[src/rtl/trigger_sequencer.sv]
// Multi-stage trigger sequencer: arms sources one at a time, advances on each source event,
// pulses trigger_out when the last stage fires, with an optional inter-stage timeout window.
module trigger_sequencer #(
  parameter int          pNUM_SRC      = 4,
  parameter int          pBYTECNT_SIZE = 7,
  parameter logic [7:0]  pADDR_CFG     = 8'h50,
  parameter logic [7:0]  pADDR_WINDOW  = 8'h51,
  parameter logic [7:0]  pADDR_STATUS  = 8'h52
) (
  input  logic                     clk_usb,
  input  logic                     reset,
  input  logic [7:0]               reg_address,
  input  logic [pBYTECNT_SIZE-1:0] reg_bytecnt,
  input  logic [7:0]               reg_datai,
  output logic [7:0]               reg_datao,
  input  logic                     reg_read,
  input  logic                     reg_write,
  input  logic                     arm,
  input  logic [pNUM_SRC-1:0]      src_toggle,
  output logic [pNUM_SRC-1:0]      src_active,
  output logic                     trigger_out,
  output logic                     busy
);

  typedef enum logic [1:0] {
    ST_IDLE   = 2'd0,
    ST_STAGE  = 2'd1,
    ST_DONE   = 2'd2,
    ST_FAILED = 2'd3
  } state_t;

  localparam logic [pBYTECNT_SIZE-1:0] BC0 = '0;
  localparam logic [pBYTECNT_SIZE-1:0] BC1 = pBYTECNT_SIZE'(1);

  logic [pNUM_SRC-1:0] event_vec;

  // Toggle-to-pulse detection: two synchronizer flops plus one history flop per source.
  generate
    for (genvar gi = 0; gi < pNUM_SRC; gi++) begin : g_sync
      logic s1_reg, s2_reg, s3_reg;
      always_ff @(posedge clk_usb) begin
        if (reset) begin
          s1_reg <= 1'b0;
          s2_reg <= 1'b0;
          s3_reg <= 1'b0;
        end else begin
          s1_reg <= src_toggle[gi];
          s2_reg <= s1_reg;
          s3_reg <= s2_reg;
        end
      end
      assign event_vec[gi] = s2_reg ^ s3_reg;
    end
  endgenerate

  logic [7:0]  cfg_stages_reg;
  logic        cfg_enable_reg;
  logic        cfg_restart_reg;
  logic [15:0] window_reg;

  always_ff @(posedge clk_usb) begin
    if (reset) begin
      cfg_stages_reg  <= 8'd0;
      cfg_enable_reg  <= 1'b0;
      cfg_restart_reg <= 1'b0;
      window_reg      <= 16'd0;
    end else if (reg_write) begin
      if (reg_address == pADDR_CFG) begin
        if (reg_bytecnt == BC0) begin
          cfg_stages_reg <= reg_datai;
        end else if (reg_bytecnt == BC1) begin
          cfg_enable_reg  <= reg_datai[0];
          cfg_restart_reg <= reg_datai[1];
        end
      end
      if (reg_address == pADDR_WINDOW) begin
        if (reg_bytecnt == BC0) begin
          window_reg[7:0] <= reg_datai;
        end else if (reg_bytecnt == BC1) begin
          window_reg[15:8] <= reg_datai;
        end
      end
    end
  end

  state_t              state_reg, state_next;
  logic [3:0]          stage_reg, stage_next;
  logic [15:0]         win_cnt_reg, win_cnt_next;
  logic [pNUM_SRC-1:0] active_reg, active_next;
  logic                trig_reg, trig_next;
  logic [3:0]          shadow_num_reg, shadow_num_next;
  logic [15:0]         shadow_win_reg, shadow_win_next;
  logic [7:0]          tcnt_reg, tcnt_next;
  logic                arm_reg;
  logic [3:0]          num_clamped;
  logic                evt_sel;
  logic                status_wr;

  always_comb begin
    if (cfg_stages_reg == 8'd0) begin
      num_clamped = 4'd1;
    end else if (cfg_stages_reg > 8'(pNUM_SRC)) begin
      num_clamped = 4'(pNUM_SRC);
    end else begin
      num_clamped = cfg_stages_reg[3:0];
    end
  end

  always_comb begin
    evt_sel = 1'b0;
    for (int i = 0; i < pNUM_SRC; i++) begin
      if (stage_reg == 4'(i)) evt_sel = event_vec[i];
    end
  end

  assign status_wr = reg_write && (reg_address == pADDR_STATUS);

  always_comb begin
    state_next      = state_reg;
    stage_next      = stage_reg;
    win_cnt_next    = win_cnt_reg;
    active_next     = active_reg;
    trig_next       = 1'b0;
    shadow_num_next = shadow_num_reg;
    shadow_win_next = shadow_win_reg;
    tcnt_next       = tcnt_reg;
    case (state_reg)
      ST_IDLE: begin
        active_next = '0;
        if (arm && !arm_reg && cfg_enable_reg) begin
          state_next      = ST_STAGE;
          stage_next      = 4'd0;
          win_cnt_next    = 16'd0;
          active_next     = pNUM_SRC'(1);
          shadow_num_next = num_clamped;
          shadow_win_next = window_reg;
        end
      end
      ST_STAGE: begin
        if (!arm || !cfg_enable_reg) begin
          state_next  = ST_IDLE;
          active_next = '0;
        end else if (evt_sel) begin
          // An event always beats a coincident timeout.
          if (stage_reg == shadow_num_reg - 4'd1) begin
            state_next  = ST_DONE;
            active_next = '0;
            trig_next   = 1'b1;
          end else begin
            stage_next   = stage_reg + 4'd1;
            active_next  = active_reg << 1;
            win_cnt_next = 16'd0;
          end
        end else if (stage_reg != 4'd0 && shadow_win_reg != 16'd0) begin
          if (win_cnt_reg == shadow_win_reg - 16'd1) begin
            if (tcnt_reg != 8'hFF) tcnt_next = tcnt_reg + 8'd1;
            if (cfg_restart_reg) begin
              stage_next   = 4'd0;
              active_next  = pNUM_SRC'(1);
              win_cnt_next = 16'd0;
            end else begin
              state_next  = ST_FAILED;
              active_next = '0;
            end
          end else begin
            win_cnt_next = win_cnt_reg + 16'd1;
          end
        end
      end
      default: begin
        active_next = '0;
        if (!arm) state_next = ST_IDLE;
      end
    endcase
    if (status_wr) tcnt_next = 8'd0;
  end

  always_ff @(posedge clk_usb) begin
    if (reset) begin
      state_reg      <= ST_IDLE;
      stage_reg      <= 4'd0;
      win_cnt_reg    <= 16'd0;
      active_reg     <= '0;
      trig_reg       <= 1'b0;
      shadow_num_reg <= 4'd0;
      shadow_win_reg <= 16'd0;
      tcnt_reg       <= 8'd0;
      arm_reg        <= 1'b0;
    end else begin
      state_reg      <= state_next;
      stage_reg      <= stage_next;
      win_cnt_reg    <= win_cnt_next;
      active_reg     <= active_next;
      trig_reg       <= trig_next;
      shadow_num_reg <= shadow_num_next;
      shadow_win_reg <= shadow_win_next;
      tcnt_reg       <= tcnt_next;
      arm_reg        <= arm;
    end
  end

  always_comb begin
    reg_datao = 8'h00;
    if (reg_read) begin
      case (reg_address)
        pADDR_CFG: begin
          if (reg_bytecnt == BC0)      reg_datao = cfg_stages_reg;
          else if (reg_bytecnt == BC1) reg_datao = {6'd0, cfg_restart_reg, cfg_enable_reg};
        end
        pADDR_WINDOW: begin
          if (reg_bytecnt == BC0)      reg_datao = window_reg[7:0];
          else if (reg_bytecnt == BC1) reg_datao = window_reg[15:8];
        end
        pADDR_STATUS: begin
          if (reg_bytecnt == BC0)      reg_datao = {2'b00, state_reg, stage_reg};
          else if (reg_bytecnt == BC1) reg_datao = tcnt_reg;
        end
        default: reg_datao = 8'h00;
      endcase
    end
  end

  assign src_active  = active_reg;
  assign trigger_out = trig_reg;
  assign busy        = (state_reg == ST_STAGE);

endmodule

[config.mk]
export PLATFORM = sky130hd
export DESIGN_NAME = trigger_sequencer
export DESIGN_NICKNAME = d
export VERILOG_FILES = /design/src/rtl/trigger_sequencer.sv
export SDC_FILE = /design/constraint.sdc
export NUM_CORES = 1
export LEC_CHECK = 0
export CORE_UTILIZATION = 40
export CTS_CLUSTER_SIZE = 30
export DETAILED_ROUTE_END_ITERATION = 12
export HOLD_SLACK_MARGIN = 0.08
export PLACE_DENSITY = 0.6
export SYNTH_ARGS = -nofsm -noshare
export SYNTH_HDL_FRONTEND = slang
export SYNTH_SLANG_ARGS = --single-unit
[constraint.sdc]
create_clock -name clk_usb -period 3.44 [get_ports clk_usb]
set_input_delay 0.516 -clock clk_usb [delete_from_list [all_inputs] [get_ports clk_usb]]
set_output_delay 0.516 -clock clk_usb [all_outputs]
set_load 0.05 [all_outputs]
; ---- Word level (Yosys, flattened, before mapping)
; Cells that the tools add are included.
[totals]
in_bits = 32
word_cells = 138
output_inout_bits = 14
regBits = 94
[op_classes]
reduce_logical = 27
n_eq_ne = 23
n_mux = 48
n_addsub = 5
magnitude_cmp = 1
n_bitwise = 8
[op_table]
columns = op, count
row1 = 16-bit 2-to-1 mux, 7
row2 = 4-bit 2-to-1 mux, 14
row3 = 8-bit 2-to-1 mux, 6
row4 = 16-bit one-hot mux with 2 select lines, 1
row5 = 8-bit by 7-bit == test with 1-bit output (second input constant), 3
row6 = 8-bit one-hot mux with 3 select lines, 1
row7 = 2-bit 2-to-1 mux, 9
row8 = 6-bit AND reduction, 3
row9 = 16-bit by 1-bit adder with 16-bit output (second input constant), 1
row10 = 16-bit == test, 1
row11 = 4-bit one-hot mux with 2 select lines, 2
row12 = 16-bit nonzero test, 1
row13 = 16-bit by 1-bit subtractor with 16-bit output (second input constant), 1
row14 = 3-bit by 1-bit != test with 1-bit output (second input constant), 4
row15 = 8-bit by 1-bit adder with 8-bit output (second input constant), 1
row16 = 4-bit by 2-bit == test with 1-bit output (second input constant), 2
row17 = 8-bit by 3-bit > comparator with 1-bit output (second input constant), 1
row18 = 8-bit logical NOT, 1
row19 = 4-bit by 1-bit != test with 1-bit output (second input constant), 2
row20 = 4-bit by 2-bit != test with 1-bit output (second input constant), 2
row21 = 8-bit != test (second input constant), 1
row22 = 4-bit AND reduction, 2
row23 = 7-bit by 1-bit == test with 1-bit output (second input constant), 1
row24 = 7-bit logical NOT, 1
row25 = other kinds (24), 44

; ---- Depth between registers and ports, before layout
[depth]
ltp_word = 8
depth_mapped = 12
ltp_nobuf = 10

; ---- Least setup slack after synthesis
; Ideal clock, no wire load.
[synth_path]
path_kind = input-to-output
startpoint = input reg_address[3]
endpoint = output reg_datao[0]
required_ns = 2.924
arrival_time_ns = 3.071
path_slack_ns = -0.147
cell_stages = 8
cell_sequence = nor4b_1 -> nand3b_1 -> or2_2 -> nor3_1 -> and2_1 -> clkbuf_1 -> a222oi_1 -> a21boi_0
[synth_via]
elab_chain_len = 3
word_cells_on_any_way = 5
cone_classes = eq/ne (3) / mux (2)
[synth_rtl]
columns = element, line_no
row1 = "start, declared", 12  ; input logic [7:0] reg_address,
row2 = 8-bit by 7-bit == test with 1-bit output, 205  ; case (reg_address)
row3 = 8-bit one-hot mux with 3 select lines (*), 205
row4 = 8-bit 2-to-1 mux (*), 204  ; if (reg_read) begin
row5 = "end, declared", 15  ; output logic [7:0] reg_datao,
; Mark *: on every way between the ends. The rest lies on a longest branch, timed or not.

; ---- Worst setup path after layout
[layout_path]
startpoint = register shadow_win_reg[6]
endpoint = register win_cnt_reg[3]
[layout_via]
elab_chain_len = 7
word_cells_on_any_way = 12
cone_classes = add/sub (1) / eq/ne (3) / mux (5) / reduce/logical (3)
[layout_rtl]
columns = element, line_no
row1 = "start, declared", 92  ; logic [15:0] shadow_win_reg, shadow_win_next;
row2 = "start signal, assigned", 196  ; shadow_win_reg <= shadow_win_next;
row3 = 16-bit by 1-bit subtractor with 16-bit output, 155  ; if (win_cnt_reg == shadow_win_reg - 16'd1) begin
row4 = 16-bit == test, 155
row5 = 16-bit 2-to-1 mux, 155
row6 = 16-bit 2-to-1 mux, 154  ; end else if (stage_reg != 4'd0 && shadow_win_reg != 16'd0) begin
row7 = 16-bit 2-to-1 mux, 143  ; end else if (evt_sel) begin
row8 = 16-bit 2-to-1 mux, 140  ; if (!arm || !cfg_enable_reg) begin
row9 = 16-bit one-hot mux with 2 select lines, 127  ; case (state_reg)
row10 = "end signal, assigned", 192  ; win_cnt_reg <= win_cnt_next;
row11 = "end, declared", 88  ; logic [15:0] win_cnt_reg, win_cnt_next;
; Parallel ways exist; a longest one is shown, timed or not. The select of a mux whose other input is x is not followed.
; A chain may end at the register's enable or synchronous reset.

==> summary.txt <==
Synth
  – Mapped Area: 0.00493 mm2
  – FFs w/ async S/R, synth: 0
  – Syn Inst Count: 594
  – Synth Net Count: 634
  – Synth top area cells: dfxtp_1 38%, a21oi_1 5.9%, nand2_1 5.7%
  – Post-synth EDFFs: 0
  – Top_reg_cell synth: dfxtp_1
  – Seq/Total Area, Yosys: 0.382
  – Syn. warnings: 0
  – Synth area leader: dfxtp_1
  – Distinct cell type count after synthesis: 60
  – Yosys top cell area share: 0.382
  – Avg Inst Size Synth: 8.30 um2
  – FF+latch count, synth: 94

Global routing
  – Largest net degree at the start of global routing: 38
  – First-pass GRT wire length: 20.8 mm
  – GRT Overall Usage: 0.208
  – Grt ovf: 0
  – Initial antenna violation count: 0
  – Vias in the first global route: 4223

CTS
  – Hold buffers post-CTS: 0
  – Clock Sinks: 94
  – H-tree depth: 3
  – Max clock buf depth: 2
  – CTS Buf Count: 9
  – TritonCTS clock tree: built
  – Reg clk slew, reported paths: 0.07 ns
  – Worst skew pair latency: 0.35 ns
  – Root buffer cell: clkbuf_16

Final layout
  – Design area: 0.00605 mm2
  – Layout cells sized above 1: 0.139
  – Antenna diode count: 0
  – Nets: 684
  – FILL cells: 1172
  – Non-filler cells, final: 796
  – Area grow syn2layout: 22.8%

Setup path
  – Critical Path End Type: flip-flop
  – Worst setup path startpoint: shadow_win_reg[6]
  – R2R setup slack: 0.16 ns
  – Critical Path End: win_cnt_reg[3]
  – Worst Path Required: 3.72 ns
  – Crit path arrival time: 3.56 ns
  – R2r endpoint: win_cnt_reg[3]
  – Crit-path max FO: 15
  – Critical path class: reg2reg
  – Worst flop-to-flop path startpoint: shadow_win_reg[6]
  – Startpoint Class: flip-flop
  – Reg2Reg Depth: 10

Power
  – Peak VDD IR: 0.224 mV
  – Power, Total: 2.30 mW
  – Pleak: 2.03 nW
  – Pwr Density: 380 mW/mm2

Timing
  – Peak Freq: 305 MHz
  – Final hold vios: 0
  – RSZ-0062 raised after global routing: true
  – Clk_skew: 0.00712 ns
  – Final setup vio count: 0
  – WHS: 0.440 ns
  – Worst-margin pin slew: 0.807 ns
  – Tmin final: 3.28 ns
  – Setup TNS: 0 ns
  – Max Slew Vio Count: 0
  – Relative slew slack: 0.460
  – Crit share post-route: 0.954

Routing
  – Post-DR wirelength/cell: 15.9 um
  – Overall routed net length: 12.6 mm
  – Initial DRC Count: 188
  – DRC errors left: 0
  – Avg Vias per Cell: 5.59
  – Final ANT Viol Nets: 0
  – First-pass DRT Iterations: 5
  – Via count: 4452

Flow run
  – Max cap viols: 0

Placement
  – Placed Area: 0.00574 mm2
  – Gpl congestion: 0.948
  – Post-Place Cells: 778
  – PortBufs: 45
  – DPL Wire Length: 9.67 mm

Die
  – Die W: 113 um
  – I/O pins: 46
  – DIE HEIGHT: 113 um
  – Total core area: 0.0120 mm2
  – Rows: 40
  – Die area: 0.0128 mm2
  – Initial Utilization: 0.411

Status
  – Status: complete, no violations

Hold path
  – Hold crit path type: reg2reg
-- cell families after synthesis --
kind of cell               share of synthesized area
DFF                                            0.382
adders and majority gates                     0.0203
and+or+nand+nor                                0.251
xor gates and xnor gates                      0.0728
AOI/OAI and AO/OA                              0.193
muxes                                         0.0406
buffers and inverters                         0.0406
-- critical path, cell delays in order, from the launching register on --
cell	delay, ns
dfxtp_1	0.35
or4_1	0.68
or2_2	0.37
nor4_1	0.31
mux2i_1	0.13
buf_4	0.17
a2111oi_4	0.46
buf_12	0.20
a21oi_2	0.13
a21bo_2	0.27
a21oi_1	0.13
-- how the worst min path moves through the flow --
stage                        to  cells past startpoint  slack [ns]             start
2_1_floorplan  g_sync[0].s2_reg                      1        0.41  g_sync[0].s1_reg
3_3_place_gp   g_sync[0].s2_reg                      1        0.42  g_sync[0].s1_reg
3_5_place_dp   g_sync[3].s2_reg                      1        0.43  g_sync[3].s1_reg
4_1_cts        g_sync[3].s2_reg                      1        0.44  g_sync[3].s1_reg
5_1_grt        g_sync[1].s2_reg                      1        0.46  g_sync[1].s1_reg
6_report       g_sync[3].s2_reg                      1        0.44  g_sync[3].s1_reg
-- per-layer routing --
metal,up-vias,track usage,part of all wire
met5,-,0,0
met4,0,0.0947,0.028
met3,25,0.0503,0.060
met2,124,0.334,0.46
met1,2080,0.263,0.45
li1,2223,-,-
-- synth_stat cells (11+ instances only) --
cell,instances
dfxtp_1,94
nand2_1,75
a21oi_1,58
nor2_1,49
nand3_1,39
xnor2_1,32
clkbuf_1,26
inv_1,19
a22oi_1,15
nor2b_1,15
nor3_1,14
mux2i_1,11
-- power by group --
group          total, mW  switching [mW]  internal (mW)
Sequential          1.14          0.0319           1.11
Combinational      0.229           0.140         0.0893
Clock              0.931           0.439          0.492
Total               2.30           0.611           1.69
-- repair_timing --
item,in CTS,in global routing
endpoints found under the setup margin,0,30
setup buffers,0,2
resized for setup,0,6
-- through the flow --
| stage | util | setup WS (ns) |
|---|---|---|
| detailed placement | 0.478 | 0.0878 |
| floorplan | - | 0.174 |
| CTS | 0.500 | 0.0618 |
| finish | 0.504 | 0.159 |
| global placement | 0.478 | 0.101 |
| global route | 0.504 | -0.00483 |
-- final cells by class --
| cell class | instances | area [um2] | area share |
|---|---|---|---|
| Clock inverter | 7 | 50.0 | 0.00827 |
| Sequential cell | 94 | 1880 | 0.311 |
| Clock buffer | 9 | 225 | 0.0372 |
| Inverter | 19 | 71.3 | 0.0118 |
| Multi-Input combinational cell | 450 | 2900 | 0.480 |
| Tap cell | 147 | 184 | 0.0304 |
| Timing Repair Buffer | 70 | 738 | 0.122 |
-- layout by cell type (no fill, tap or decap), types with 10 or more instances in the layout --
| cell type | instances |
|---|---|
| inv_1 | 19 |
| nor2b_1 | 15 |
| clkdlybuf4s50_1 | 36 |
| buf_4 | 23 |
| nor3_1 | 14 |
| nand2_1 | 75 |
| buf_12 | 10 |
| mux2i_1 | 11 |
| nand3_1 | 39 |
| dfxtp_1 | 94 |
| xnor2_1 | 32 |
| a22oi_1 | 15 |
| a21oi_1 | 55 |
| nor2_1 | 49 |
(Power assumes the default switching activity.)
